`src/rtl/blink_driver_if.sv`:
```
`default_nettype none
// ============================================================================
// Module      : blink_driver_if
// Description : Request/strobe inputs and pulse/status outputs of
//               blink_driver, bundled as one port.
//               master : drives tick/req, observes led/busy/pending/overflow
//               slave  : the blink_driver side
// Ports       : tick, req (master -> slave)
//               led, busy, pending[PEND_W], overflow (slave -> master)
// Revision    : 1.0 - initial release
// ============================================================================
interface blink_driver_if #(
    parameter int PEND_W = 3
);
    logic              tick;
    logic              req;
    logic              led;
    logic              busy;
    logic [PEND_W-1:0] pending;
    logic              overflow;

    modport master (
        output tick,
        output req,
        input  led,
        input  busy,
        input  pending,
        input  overflow
    );

    modport slave (
        input  tick,
        input  req,
        output led,
        output busy,
        output pending,
        output overflow
    );
endinterface
`default_nettype wire

```
`src/rtl/blink_driver.sv`:
```
`default_nettype none
// ============================================================================
// Module      : blink_driver
// Description : Turns single-cycle event requests into human-visible pulses.
//               Each pulse is held high for ON_TICKS tick strobes and is
//               followed by a low gap of OFF_TICKS strobes. Requests that
//               arrive during a pulse are queued as a count and replayed.
//               Requests beyond the queue capacity are dropped, and overflow
//               is raised for one cycle.
// Ports       : clk        system clock
//               rst_async  asynchronous active-high reset
//               bus        blink_driver_if.slave
//                          (tick, req, led, busy, pending, overflow)
// Revision    : 1.0 - initial release
// ============================================================================
module blink_driver #(
    parameter int ON_TICKS  = 4,
    parameter int OFF_TICKS = 4,
    parameter int PEND_W    = 3
) (
    input  logic          clk,
    input  logic          rst_async,
    blink_driver_if.slave bus
);

    // Tick counter must hold max(ON_TICKS, OFF_TICKS)-1.
    localparam int c_TMAX = ((ON_TICKS > OFF_TICKS) ? ON_TICKS : OFF_TICKS) - 1;
    localparam int c_TW   = (c_TMAX > 0) ? $clog2(c_TMAX + 1) : 1;

    localparam logic [c_TW-1:0]   c_ON_LAST  = c_TW'(ON_TICKS - 1);
    localparam logic [c_TW-1:0]   c_OFF_LAST = c_TW'(OFF_TICKS - 1);
    localparam logic [c_TW-1:0]   c_TCNT_ONE = c_TW'(1);
    localparam logic [PEND_W-1:0] c_PEND_MAX = '1;
    localparam logic [PEND_W-1:0] c_PEND_ONE = PEND_W'(1);

    localparam logic [1:0] c_IDLE = 2'd0;
    localparam logic [1:0] c_ON   = 2'd1;
    localparam logic [1:0] c_GAP  = 2'd2;

    logic [1:0]        r_state;
    logic [c_TW-1:0]   r_tcnt;
    logic [PEND_W-1:0] r_pending;
    logic              r_overflow;

    logic [1:0]        w_state_nxt;
    logic [c_TW-1:0]   w_tcnt_nxt;
    logic [PEND_W-1:0] w_pending_nxt;
    logic              w_overflow_nxt;
    logic              w_dequeue;

    // A queued request starts its pulse from IDLE only; this is what forces
    // exactly one IDLE cycle between back-to-back pulses.
    assign w_dequeue = (r_state == c_IDLE) && (r_pending != '0);

    // Pulse sequencer: ticks are counted only in ON and GAP.
    always_comb begin
        w_state_nxt = r_state;
        w_tcnt_nxt  = r_tcnt;
        case (r_state)
            c_IDLE: begin
                if (w_dequeue) begin
                    w_state_nxt = c_ON;
                    w_tcnt_nxt  = '0;
                end
            end
            c_ON: begin
                if (bus.tick) begin
                    if (r_tcnt == c_ON_LAST) begin
                        w_state_nxt = c_GAP;
                        w_tcnt_nxt  = '0;
                    end else begin
                        w_tcnt_nxt  = r_tcnt + c_TCNT_ONE;
                    end
                end
            end
            c_GAP: begin
                if (bus.tick) begin
                    if (r_tcnt == c_OFF_LAST) begin
                        w_state_nxt = c_IDLE;
                        w_tcnt_nxt  = '0;
                    end else begin
                        w_tcnt_nxt  = r_tcnt + c_TCNT_ONE;
                    end
                end
            end
            default: begin
                w_state_nxt = c_IDLE;
                w_tcnt_nxt  = '0;
            end
        endcase
    end

    // Request accounting. A request coinciding with a dequeue simply takes
    // the dequeued slot, so it can never overflow even when the count is full.
    always_comb begin
        w_pending_nxt  = r_pending;
        w_overflow_nxt = 1'b0;
        if (bus.req && !w_dequeue) begin
            if (r_pending != c_PEND_MAX) begin
                w_pending_nxt = r_pending + c_PEND_ONE;
            end else begin
                w_overflow_nxt = 1'b1;
            end
        end else if (!bus.req && w_dequeue) begin
            w_pending_nxt = r_pending - c_PEND_ONE;
        end
    end

    always_ff @(posedge clk or posedge rst_async) begin
        if (rst_async) begin
            r_state    <= c_IDLE;
            r_tcnt     <= '0;
            r_pending  <= '0;
            r_overflow <= 1'b0;
        end else begin
            r_state    <= w_state_nxt;
            r_tcnt     <= w_tcnt_nxt;
            r_pending  <= w_pending_nxt;
            r_overflow <= w_overflow_nxt;
        end
    end

    // Outputs decode registers only, so led cannot glitch.
    assign bus.led      = (r_state == c_ON);
    assign bus.busy     = (r_state != c_IDLE) || (r_pending != '0);
    assign bus.pending  = r_pending;
    assign bus.overflow = r_overflow;

endmodule
`default_nettype wire

```
`src/flat_wrapper.sv`:
```
// flat-port wrapper written by rule: the top's interface ports become plain ports
module blink_driver_flat 
#(
    parameter int ON_TICKS  = 4,
    parameter int OFF_TICKS = 4,
    parameter int PEND_W    = 3
)
  (clk, rst_async, bus_tick, bus_req, bus_led, bus_busy, bus_pending, bus_overflow);
  blink_driver_if #(.PEND_W(PEND_W)) bus_i ();
  input  logic clk;
  input  logic rst_async;
  input wire logic [$bits(bus_i.tick)-1:0] bus_tick;
  input wire logic [$bits(bus_i.req)-1:0] bus_req;
  output wire logic [$bits(bus_i.led)-1:0] bus_led;
  output wire logic [$bits(bus_i.busy)-1:0] bus_busy;
  output wire logic [$bits(bus_i.pending)-1:0] bus_pending;
  output wire logic [$bits(bus_i.overflow)-1:0] bus_overflow;
  assign bus_i.tick = bus_tick;
  assign bus_i.req = bus_req;
  assign bus_led = bus_i.led;
  assign bus_busy = bus_i.busy;
  assign bus_pending = bus_i.pending;
  assign bus_overflow = bus_i.overflow;
  blink_driver #(.ON_TICKS(ON_TICKS), .OFF_TICKS(OFF_TICKS), .PEND_W(PEND_W)) u_core (.clk(clk), .rst_async(rst_async), .bus(bus_i));
endmodule
```
`config.mk`:
```
export PLATFORM = sky130hd
export DESIGN_NAME = blink_driver_flat
export DESIGN_NICKNAME = d
export VERILOG_FILES = /design/src/rtl/blink_driver_if.sv /design/src/rtl/blink_driver.sv /design/src/flat_wrapper.sv
export SDC_FILE = /design/constraint.sdc
export NUM_CORES = 1
export LEC_CHECK = 0
export ABC_CLOCK_PERIOD_IN_PS = 2650
export CORE_UTILIZATION = 34
export DETAILED_ROUTE_END_ITERATION = 7
export GPL_ROUTABILITY_DRIVEN = 1
export PLACE_DENSITY = 0.51
export SYNTH_ARGS = -nofsm -noshare
export SYNTH_HDL_FRONTEND = slang
export SYNTH_SLANG_ARGS = --single-unit
```
`constraint.sdc`:
```
create_clock -name clk -period 2.65 [get_ports clk]
set_input_delay 0.53 -clock clk [delete_from_list [all_inputs] [get_ports clk]]
set_output_delay 0.53 -clock clk [all_outputs]
set_load 0.03 [all_outputs]
```
==> results_dict.tcl, run 1 <==
set metrics [dict create \
    worst-path-max-fanout 6 \
    post-route-period-util 0.933 \
    cts_sinks 8 \
    hold_class "register to register" \
    num_io_pins 10 \
    final_cell_mix "clkdlybuf4s50_1 (9), dfrtp_1 (8)" \
    n_antenna_cell 0 \
    drtIter0Drc 18 \
    finalSetupTns_ns 0 \
    fillCellCount 178 \
    dp_hpwl_um 866 \
    cp-end-kind "primary output" \
    layout_commonest_cell "clkdlybuf4s50_1" \
    yosysWarnings 0 \
    grt_pass1_wl_mm 1.93 \
    htreeDepth 1 \
    drv_cap 0 \
    syn_area_um2 638 \
    overflow 0 \
    ys.flop_type "dfrtp_1" \
    leakage_nw 0.333 \
    start_util 0.366 \
    critPathSlowestCell "clkdlybuf4s50_1" \
    setup_viol 0 \
    power_density_nw_per_um2 1330 \
    drive_gt1_frac 0.154 \
    routed_via_density 5.05 \
    power.total_mw 1.05 \
    rows 15 \
    post-route-drc-count 0 \
    maxSlewViolCount 0 \
    critical-path-max-stage-delay_ns 0.59 \
    postSynthAreaPerCell_um2 9.67 \
    critPathArrivalTime_ns 1.94 \
    dieArea_um2 2050 \
    fin_nets 90 \
    slew_headroom 0.755 \
    seq_area_frac_synth 0.314 \
    grt_pass1_vias 425 \
    detail-route-antenna-nets 0 \
    worstSkewPairLatency_ns 0.26 \
    die_w_um 45.3 \
    chipHeight_um 45.3 \
    core_area_um2 1750 \
    grt_max_degree 15 \
    port_buffers 9 \
    routed-via-count 520 \
    async_reset_ff_frac 1.00 \
    status "finished, final reports clean" \
    crit_required_ns 2.12 \
    clock_path_buffers 2 \
    syn_nets 76 \
    firstDrtPassIters 4 \
    cts_setup_buffers 0 \
    cts_tree "done" \
    ir_drop_uv 551 \
    crit_path_start_kind "register" \
    cp_top_family "buffers and inverters" \
    rsz0062_at_grt "no" \
    ys_seq_elements 8 \
    cts_resized 0 \
    period_needed_ns 2.47 \
    crit_top_cell "inv_1" \
    criticalPathCategory "register to primary output" \
    whs_ns 0.490 \
    max_freq_ghz 0.404 \
    multi_input_area_um2 388 \
    postCtsHoldBufs 0 \
    clkSlewWorstSetupHoldPaths_ns 0.06 \
    hold_viol_final 0 \
    finClkSkew_ns 0.000471 \
    syn_to_final_growth_pct 23.5 \
    drt-wirelength-per-cell_um 11.8 \
    path_cells "inv_1 -> ha_1 -> nor4b_4 -> inv_1 -> clkdlybuf4s50_1" \
    synth_cells 66 \
    yosysUniqueCellTypes 33 \
    routed_wl_mm 1.22 \
    seq_area_um2 200 \
    root_buffer "clkbuf_4" \
    grt_use_total 0.133 \
    cts_made_buffers 3 \
    antenna_found_initial 0 \
    place.gp.congestion 0.725 \
    critPathBufInv 3 \
    worstMarginPinSlew_ns 0.366 \
    synth_edf_count 0 \
]
metrics by stage:
stage | std cells | util | setup WS (ns) | area, um2
floorplan | 66 | - | 0.563 | 638
global placement | 100 | 0.439 | 0.468 | 766
detailed placement | 100 | 0.439 | 0.435 | 766
CTS | 103 | 0.452 | 0.142 | 788
global route | 103 | 0.452 | 0.0642 | 788
finish | 103 | 0.452 | 0.177 | 788
cell usage after synthesis (2+ instances only):
library cell | count | share of area
buf_2 | 4 | 0.031
nand3_1 | 2 | 0.016
mux2_4 | 2 | 0.047
inv_1 | 5 | 0.029
a32oi_1 | 2 | 0.027
nor3b_1 | 2 | 0.024
nand2_1 | 5 | 0.029
o211ai_1 | 2 | 0.024
ha_1 | 5 | 0.098
nor2b_1 | 3 | 0.029
o21ai_0 | 5 | 0.039
dfrtp_1 | 8 | 0.31
path summary, 6_finish.rpt:
check / cells past startpoint / start / slack (ns) / end
max: 5 / u_core.r_state[0] / 0.18 / bus_busy
min: 1 / u_core.r_tcnt[0] / 0.49 / u_core.r_tcnt[0]
max reg2reg: 9 / u_core.r_state[0] / 0.52 / u_core.bus.pending[1]
min reg2reg: 1 / u_core.r_tcnt[0] / 0.49 / u_core.r_tcnt[0]
max in group asynchronous: 2 / rst_async / 1.89 / u_core.r_state[1]
min in group asynchronous: 2 / rst_async / 0.52 / u_core.bus.overflow
layer usage:
metal  GRT usage  routed length (um)  vias up
met2       0.165                 478       13
li1            -                   -      267
met1       0.203                 690      238
met4      0.0364                   4        0
met5           0                   0        -
met3      0.0600                  46        2
power breakdown:
group	internal (mW)	leakage (nW)	total [mW]	switching, mW
combinational	0.346	0.221	0.718	0.371
sequential	0.180	0.0989	0.233	0.0534
clock	0.0522	0.0138	0.0991	0.0469
sequential cells by signal, indices dropped and copies added, names as in the netlist:
register             flops
u_core.bus.pending       3
u_core.bus.overflow      1
u_core.r_tcnt            2
u_core.r_state           2
logic make-up (layout without fill, tap and decap cells):
group           Yosys count  after routing  share of synthesized area
simple gates             20             20                      0.208
flops                     8              8                      0.314
compound gates           19             19                      0.210
mux                       2              2                     0.0471
xor+xnor                  1              1                     0.0137
fa+ha+maj                 6              6                      0.129
buf+inv                  10             22                     0.0784
worst reg2reg max path, cell delays in order, from the launching register on:
cell      delay (ns)
dfrtp_1         0.37
inv_1           0.09
ha_1            0.21
buf_4           0.18
o31ai_1         0.08
nand2_1         0.12
fa_1            0.50
a21o_1          0.17
a32oi_1         0.15
o221ai_1        0.14
layout make-up:
| type | count | share of cell area |
|---|---|---|
| clock buffers | 3 | 0.0286 |
| inverters | 5 | 0.0238 |
| multi-input cells | 48 | 0.492 |
| flip-flops and latches | 8 | 0.254 |
| well taps | 25 | 0.0397 |
| repair buffers | 14 | 0.162 |
Power figures use the tool's default switching activity.
==> run 2, diff against run 1 <==
--- a/config.mk
+++ b/config.mk
@@ -9,7 +9,9 @@
 export CORE_UTILIZATION = 34
 export DETAILED_ROUTE_END_ITERATION = 7
 export GPL_ROUTABILITY_DRIVEN = 1
+export HOLD_SLACK_MARGIN = 0.06
 export PLACE_DENSITY = 0.51
+export REMOVE_ABC_BUFFERS = 1
 export SYNTH_ARGS = -nofsm -noshare
 export SYNTH_HDL_FRONTEND = slang
 export SYNTH_SLANG_ARGS = --single-unit
==> results_dict.tcl, run 2 (synthesized netlist as in run 1, its figures left out) <==
set metrics [dict create \
    cts_setup_buffers 0 \
    crit_path_start_kind "register" \
    start_util 0.366 \
    critPathArrivalTime_ns 1.81 \
    cts_tree "done" \
    multi_input_area_um2 388 \
    routed-via-count 521 \
    drive_gt1_frac 0.132 \
    chipHeight_um 45.3 \
    n_antenna_cell 0 \
    dpl.cell_count 98 \
    grt_max_degree 16 \
    critPathSlowestCell "clkdlybuf4s50_1" \
    cts_made_buffers 3 \
    power_density_nw_per_um2 1300 \
    drv_cap 0 \
    drt-wirelength-per-cell_um 11.6 \
    postCtsHoldBufs 0 \
    dp_hpwl_um 844 \
    setup_viol 0 \
    routed_via_density 5.16 \
    overflow 0 \
    largest_register_ff_count 3 \
    antenna_found_initial 0 \
    num_io_pins 10 \
    slew_headroom 0.668 \
    root_buffer "clkbuf_4" \
    whs_ns 0.493 \
    layout_commonest_cell "clkdlybuf4s50_1" \
    worst-path-max-fanout 3 \
    r2r_slack_ns 0.51 \
    firstDrtPassIters 4 \
    dieArea_um2 2050 \
    criticalPathCategory "register to primary output" \
    routed_wl_mm 1.17 \
    finalSetupTns_ns 0 \
    seq_area_um2 200 \
    path_cells "inv_1 -> ha_1 -> nor4b_4 -> inv_1 -> clkdlybuf4s50_1" \
    ir_drop_uv 507 \
    final_cell_mix "clkdlybuf4s50_1 (9), dfrtp_1 (8)" \
    fin_cells 101 \
    cts_sinks 8 \
    core_area_um2 1750 \
    grt_pass1_wl_mm 2.05 \
    power.total_mw 1.00 \
    rsz0062_at_grt "no" \
    grt_use_total 0.141 \
    final_core_util 0.443 \
    fillCellCount 182 \
    detail-route-antenna-nets 0 \
    crit_required_ns 2.12 \
    place.gp.congestion 0.667 \
    die_w_um 45.3 \
    cp-end-kind "primary output" \
    fin_nets 88 \
    crit_top_cell "inv_1" \
    clock_path_buffers 2 \
    critical-path-max-stage-delay_ns 0.59 \
    syn_to_final_growth_pct 21.2 \
    drtIter0Drc 15 \
    hold_viol_final 0 \
    worstSkewPairLatency_ns 0.25 \
    htreeDepth 1 \
    leakage_nw 0.325 \
    max_freq_ghz 0.427 \
    status "finished, final reports clean" \
    rows 15 \
    hold_class "register to register" \
    worstMarginPinSlew_ns 0.498 \
    cts_resized 0 \
    post-route-period-util 0.884 \
    maxSlewViolCount 0 \
    clkSlewWorstSetupHoldPaths_ns 0.05 \
    port_buffers 9 \
    period_needed_ns 2.34 \
    post-route-drc-count 0 \
    finClkSkew_ns 0.00179 \
    grt_pass1_vias 468 \
]
## run 2: cell types whose count changed in the layout (fill, tap and decap cells not counted), sizes merged
cell | previous run | this run
buf | 5 | 3
## run 2: worst paths after layout
check	start	end	depth (start not counted)
min reg2reg	u_core.r_tcnt[0]	u_core.r_tcnt[0]	1
max reg2reg	u_core.r_state[0]	u_core.bus.pending[1]	9
min	u_core.r_tcnt[0]	u_core.r_tcnt[0]	1
max in group asynchronous	rst_async	u_core.r_tcnt[0]	2
min in group asynchronous	rst_async	u_core.bus.pending[1]	2
max	u_core.r_state[0]	bus_busy	5
## run 2: report_power, final
part           internal, mW  switching (mW)  total (mW)
clock                0.0516          0.0376      0.0891
sequential            0.179           0.113       0.292
combinational         0.320           0.303       0.623
## run 2: stage by stage
stage | cell area [um2] | setup WS, ns
4_1_cts | 773 | 0.277
2_1_floorplan | 607 | 0.620
3_5_place_dp | 751 | 0.455
3_3_place_gp | 751 | 0.472
5_1_grt | 773 | 0.185
6_report | 773 | 0.307
## run 2: worst max-delay path, delay by kind of cell (launching register included)
family	cells	cell delay (ns)
buffers and inverters	3	0.76
DFF	1	0.39
and+or+nand+nor	1	0.22
adders and majority gates	1	0.19
## run 2: final cells by class
type | count | share of cell area
Sequential cell | 8 | 0.259
Timing Repair Buffer | 12 | 0.146
Tap cell | 25 | 0.0405
Inverter | 5 | 0.0243
Clock buffer | 3 | 0.0291
Multi-Input combinational cell | 48 | 0.502
## run 2: metal layers
layer	global-route usage	wire length [um]
met3	0.0600	43
met2	0.203	521
met4	0.0545	17
met5	0	0
met1	0.186	589
==> variant 1 (settings of run 2) <==
Make the reset (`rst_async`) synchronous in one clocked block. Comments in the files are not updated.
--- a/src/rtl/blink_driver.sv
+++ b/src/rtl/blink_driver.sv
@@ -108,3 +108,3 @@
 
-    always_ff @(posedge clk or posedge rst_async) begin
+    always_ff @(posedge clk) begin
         if (rst_async) begin
Function: differs if rst_async is asserted again (counterexample within 4 cycles, from zero or initial values and one cycle with rst_async high); with rst_async held inactive, the same outputs for 10 cycles.
==> variant 1 against run 2 <==
Design area down 7.0%; routed wire length down 3.1%; die area fell by 6.0%; critical path depth decreased by 1; sequential cell count did not move; worst hold slack worse by 0.027 ns; area after synthesis down 6.3%; total power is 17% lower; final cell count decreased by 0.99%; count of clock-buffer cells in the layout did not move; register-to-register slack lost 0.08 ns; clock skew up 0.0044 ns; synthesized cell count grew 14%; setup slack worse by 0.18 ns.
==> variant 1: results (changes against run 2) <==
Iter 0 DRT Violations 9 (-6); Area after DPL 696.9 sq um (-7.2%); RD Place Congestion 0.7729 (+16%); top_reg_cell synth dfxtp_1; vias post-DR 528 (+1.3%); hold crit path type flip-flop to flip-flop; post-placement cell count 97 (-1.0%); Yosys cell types 30 (-9.1%); asr flop ratio synth 0 (-1.000); DR pass1 iterations 3 (-1); largest net degree at the start of global routing 13 (-3); Post-CTS Setup Bufs 0 (unchanged); initial antenna violation count 0 (unchanged); YS warnings 0 (unchanged); status finished, final reports clean; Worst Skew 0.006229 ns (+0.004442 ns); pre-CTS setup slack 0.2390 ns (-0.2157 ns); max FFs per register 3 (unchanged); Pint 459.8 uW (-16%); IO buf count 9 (unchanged); post_cts resized 0 (unchanged); crit-path max FO 7 (+4); part of the Yosys area used for sequential elements 0.2678 (-0.04594); CTS H-tree depth 1 (unchanged); share of layout cells above drive strength 1 0.1429 (+0.01128); Peak VDD IR 549.3 uV (+8.3%); nets 96 (+9.1%); WL/cell 11.35 um (-2.1%); Slew Limit Headroom 0.7651 (+0.09705); clock root buffer clkbuf_4; Static Leak 0.2927 nW (-9.8%); HPWL after detailed placement 834 um (-1.2%); worst endpoint data arrival time 2.00 ns (+0.19 ns); GRT Util Overall 0.1402 (-0.0008975); worst skew pair latency 0.25 ns (about the same); CTS buffer count 3 (unchanged); clk buf depth 2 (unchanged); first-pass GRT wire length 1918 um (-6.4%); vias in the first global route 433 (-7.5%); Avg Cell Area, Syn 7.974 sq um (-18%); commonest cells in the netlist a21oi_1 (11), dfxtp_1 (8), ha_1 (6); Routed WL 1135 um (-3.1%); top cells by area, synth dfxtp_1 (27%), ha_1 (13%), a21oi_1 (9.2%)
-- variant 1: changes by cell type in the layout (fill, tap and decap cells not counted), moves of 3 or more --
cell     before  now
dfxtp_1       0    8
a21o_1        1    4
dfrtp_1       8    0
nor2_1        1    4
a21oi_1       1   11
-- variant 1: layout make-up --
| class | instances | area (sq um) |
|---|---|---|
| Inverter | 5 | 18.77 |
| Fill cell | 157 | 857.1 |
| Timing Repair Buffer | 13 | 120.1 |
| Tap cell | 16 | 20.02 |
| Clock buffer | 3 | 22.52 |
| Sequential cell | 8 | 160.2 |
| Multi-Input combinational cell | 55 | 377.9 |
-- variant 1: critical path: stages (launching register included) --
cell,delay (ns)
dfxtp_1,0.32
inv_1,0.11
ha_1,0.17
or4b_4,0.52
clkdlybuf4s50_1,0.62
-- variant 1: path summary, 6_finish.rpt --
| path | from | to | slack, ns | cells past startpoint |
|---|---|---|---|---|
| min reg2reg | u_core.r_tcnt[1] | u_core.r_tcnt[1] | 0.47 | 2 |
| min | u_core.r_tcnt[1] | u_core.r_tcnt[1] | 0.47 | 2 |
| max reg2reg | u_core.r_state[0] | u_core.bus.pending[2] | 0.43 | 11 |
| max | u_core.r_state[0] | bus_busy | 0.12 | 4 |
-- variant 1: logic make-up after synthesis --
| kind of cell | count (synthesis) | share of synthesized area |
|---|---|---|
| AOI/OAI and AO/OA | 27 | 0.2825 |
| xor gates and xnor gates | 1 | 0.01465 |
| adders and majority gates | 6 | 0.1255 |
| buffers and inverters | 12 | 0.1004 |
| DFF | 8 | 0.2678 |
| and+or+nand+nor | 21 | 0.2092 |
-- variant 1: power groups by stage --
stage	sequential (mW)	clock [mW]	combinational, mW
finish	0.178	0.0917	0.559
global route	0.183	0.107	0.616
CTS	0.179	0.0988	0.560
detailed placement	0.182	0	0.559
global placement	0.181	0	0.558
floorplan	0.223	0	0.355
-- variant 1: per-layer routing --
layer  vias up  share of wire  routed length, um  GRT usage
met1       236           0.53                605     0.1873
met5         -              0                  0          0
met3         2          0.036                 41    0.06250
met2         6           0.42                477     0.1881
li1        284              -                  -          -
met4         0         0.0088                 10    0.07273
==> variant 2 (settings of run 2) <==
Made on the original files. `ON_TICKS` is set to 4 in 2 places; all go to 8.
--- a/src/rtl/blink_driver.sv
+++ b/src/rtl/blink_driver.sv
@@ -16,3 +16,3 @@
 module blink_driver #(
-    parameter int ON_TICKS  = 4,
+    parameter int ON_TICKS  = 8,
     parameter int OFF_TICKS = 4,
--- a/src/flat_wrapper.sv
+++ b/src/flat_wrapper.sv
@@ -3,3 +3,3 @@
 #(
-    parameter int ON_TICKS  = 4,
+    parameter int ON_TICKS  = 8,
     parameter int OFF_TICKS = 4,
Formal check against the unedited RTL: not equivalent (Yosys sat finds a counterexample within 10 cycles, from zero or initial values and one cycle with rst_async high).
==> variant 2 against run 2 <==
Clock skew down 0.0015 ns; largest power group unchanged; area after synthesis increased by 11%; worst hold slack better by 0.025 ns; routed wire length rose by 24%; sequential power down 25%; clock power up 20%; fmax fell by 7.9%; setup slack got worse by 0.20 ns; count of clock-buffer cells in the layout increased by 1; design area is 13% higher; total power increased by 8.6%; global-route usage is 1.0 points higher; register-to-register slack lost 0.20 ns; sequential cell count up 1.
==> variant 2: results (changes against run 2) <==
RR Startpoint u_core.r_state[1]; top_reg_cell synth dfrtp_1; part of the Yosys area used for sequential elements 0.3180 (+0.004296); Peak VDD IR 511.7 uV (+0.90%); GRT Util Overall 0.1514 (+0.01038); RD Place Congestion 0.7370 (+10%); Yosys cell types 29 (-12%); switch share 0.4587 (+0.006198); first-pass GRT wire length 2401 um (+17%); Static Leak 0.3919 nW (+21%); Hold Path Origin u_core.r_tcnt[1]; mux contribution to synthesized area 0.05124 (+0.004178); Critical Path Start u_core.r_state[1]; Compound-Gate Fraction of Synth Area 0.2173 (+0.007511); share of layout cells above drive strength 1 0.1398 (+0.008206); worst endpoint data arrival time 2.01 ns (+0.20 ns); largest net degree at the start of global routing 17 (+1); WL/cell 12.11 um (+4.4%); max incr delay on CP 0.61 ns (+0.02 ns); Worst Skew 0.0003097 ns (-0.001477 ns); top cells by area, synth dfrtp_1 (32%), ha_1 (14%), o21ai_0 (5.7%); Synth Area in XOR/XNOR 0 (-0.01373); vias post-DR 599 (+15%); Area after DPL 850.8 sq um (+13%); nets 107 (+22%); crit-path max FO 4 (+1); Iter 0 DRT Violations 6 (-9); Post-Synth Adder-Cell Area 0.1696 (+0.04020); status finished, final reports clean; DR pass1 iterations 2 (-2)
-- variant 2: cell types whose count changed after synthesis, sizes merged, moves of 2 or more --
cell | before | now
inv | 5 | 8
o211ai | 2 | 0
nor2 | 2 | 6
ha | 5 | 8
a21oi | 1 | 3
buf | 5 | 0
clkbuf | 0 | 5
nor3b | 2 | 0
o21ai | 5 | 12
-- variant 2: critical path, delay by kind of cell (launching register included) --
| family | cells | cell delay [ns] |
|---|---|---|
| fa+ha+maj | 1 | 0.18 |
| simple gates | 1 | 0.47 |
| buf+inv | 2 | 0.73 |
| flops | 1 | 0.38 |
-- variant 2: cells by family (layout without fill, tap and decap cells) --
group / Yosys count / in the layout
AOI/OAI and AO/OA: 24 / 24
muxes: 3 / 3
adders and majority gates: 9 / 9
buffers and inverters: 13 / 26
and+or+nand+nor: 22 / 22
DFF: 9 / 9
-- variant 2: power by group through the flow --
stage / sequential, mW / combinational (mW) / clock, mW
3_3_place_gp: 0.222 / 0.762 / 0
6_report: 0.220 / 0.763 / 0.107
4_1_cts: 0.220 / 0.767 / 0.113
3_5_place_dp: 0.223 / 0.763 / 0
2_1_floorplan: 0.322 / 0.436 / 0
5_1_grt: 0.224 / 0.853 / 0.120
-- variant 2: routing by layer --
| metal | vias to the layer above | share of wire | GRT usage |
|---|---|---|---|
| li1 | 309 | - | - |
| met1 | 281 | 0.51 | 0.2065 |
| met2 | 7 | 0.45 | 0.2301 |
| met3 | 2 | 0.036 | 0.05660 |
| met4 | 0 | 0.0055 | 0.03333 |
| met5 | - | 0 | 0 |
-- variant 2: final timing paths --
kind	end	slack, ns	depth (start not counted)
min in group asynchronous	u_core.bus.pending[0]	0.55	2
min reg2reg	u_core.r_tcnt[1]	0.52	1
max in group asynchronous	u_core.r_state[0]	1.85	2
max	bus_busy	0.11	4
max reg2reg	u_core.bus.pending[1]	0.31	9
min	u_core.r_tcnt[1]	0.52	1
-- variant 2: through the flow --
step           power, mW  setup slack (ns)  std cells
2_1_floorplan     0.7585            0.5084         75
3_3_place_gp      0.9844            0.3417        116
3_5_place_dp      0.9857            0.3147        116
4_1_cts            1.101           0.08448        120
5_1_grt            1.198           0.01109        120
6_report           1.091            0.1058        120
-- variant 2: cell type report --
class	instances	area, sq um
clock buffers	4	26.28
fillers	220	1085
inverters	8	30.03
multi-input cells	58	434.2
flip-flops and latches	9	225.2
well taps	27	33.78
repair buffers	14	127.6
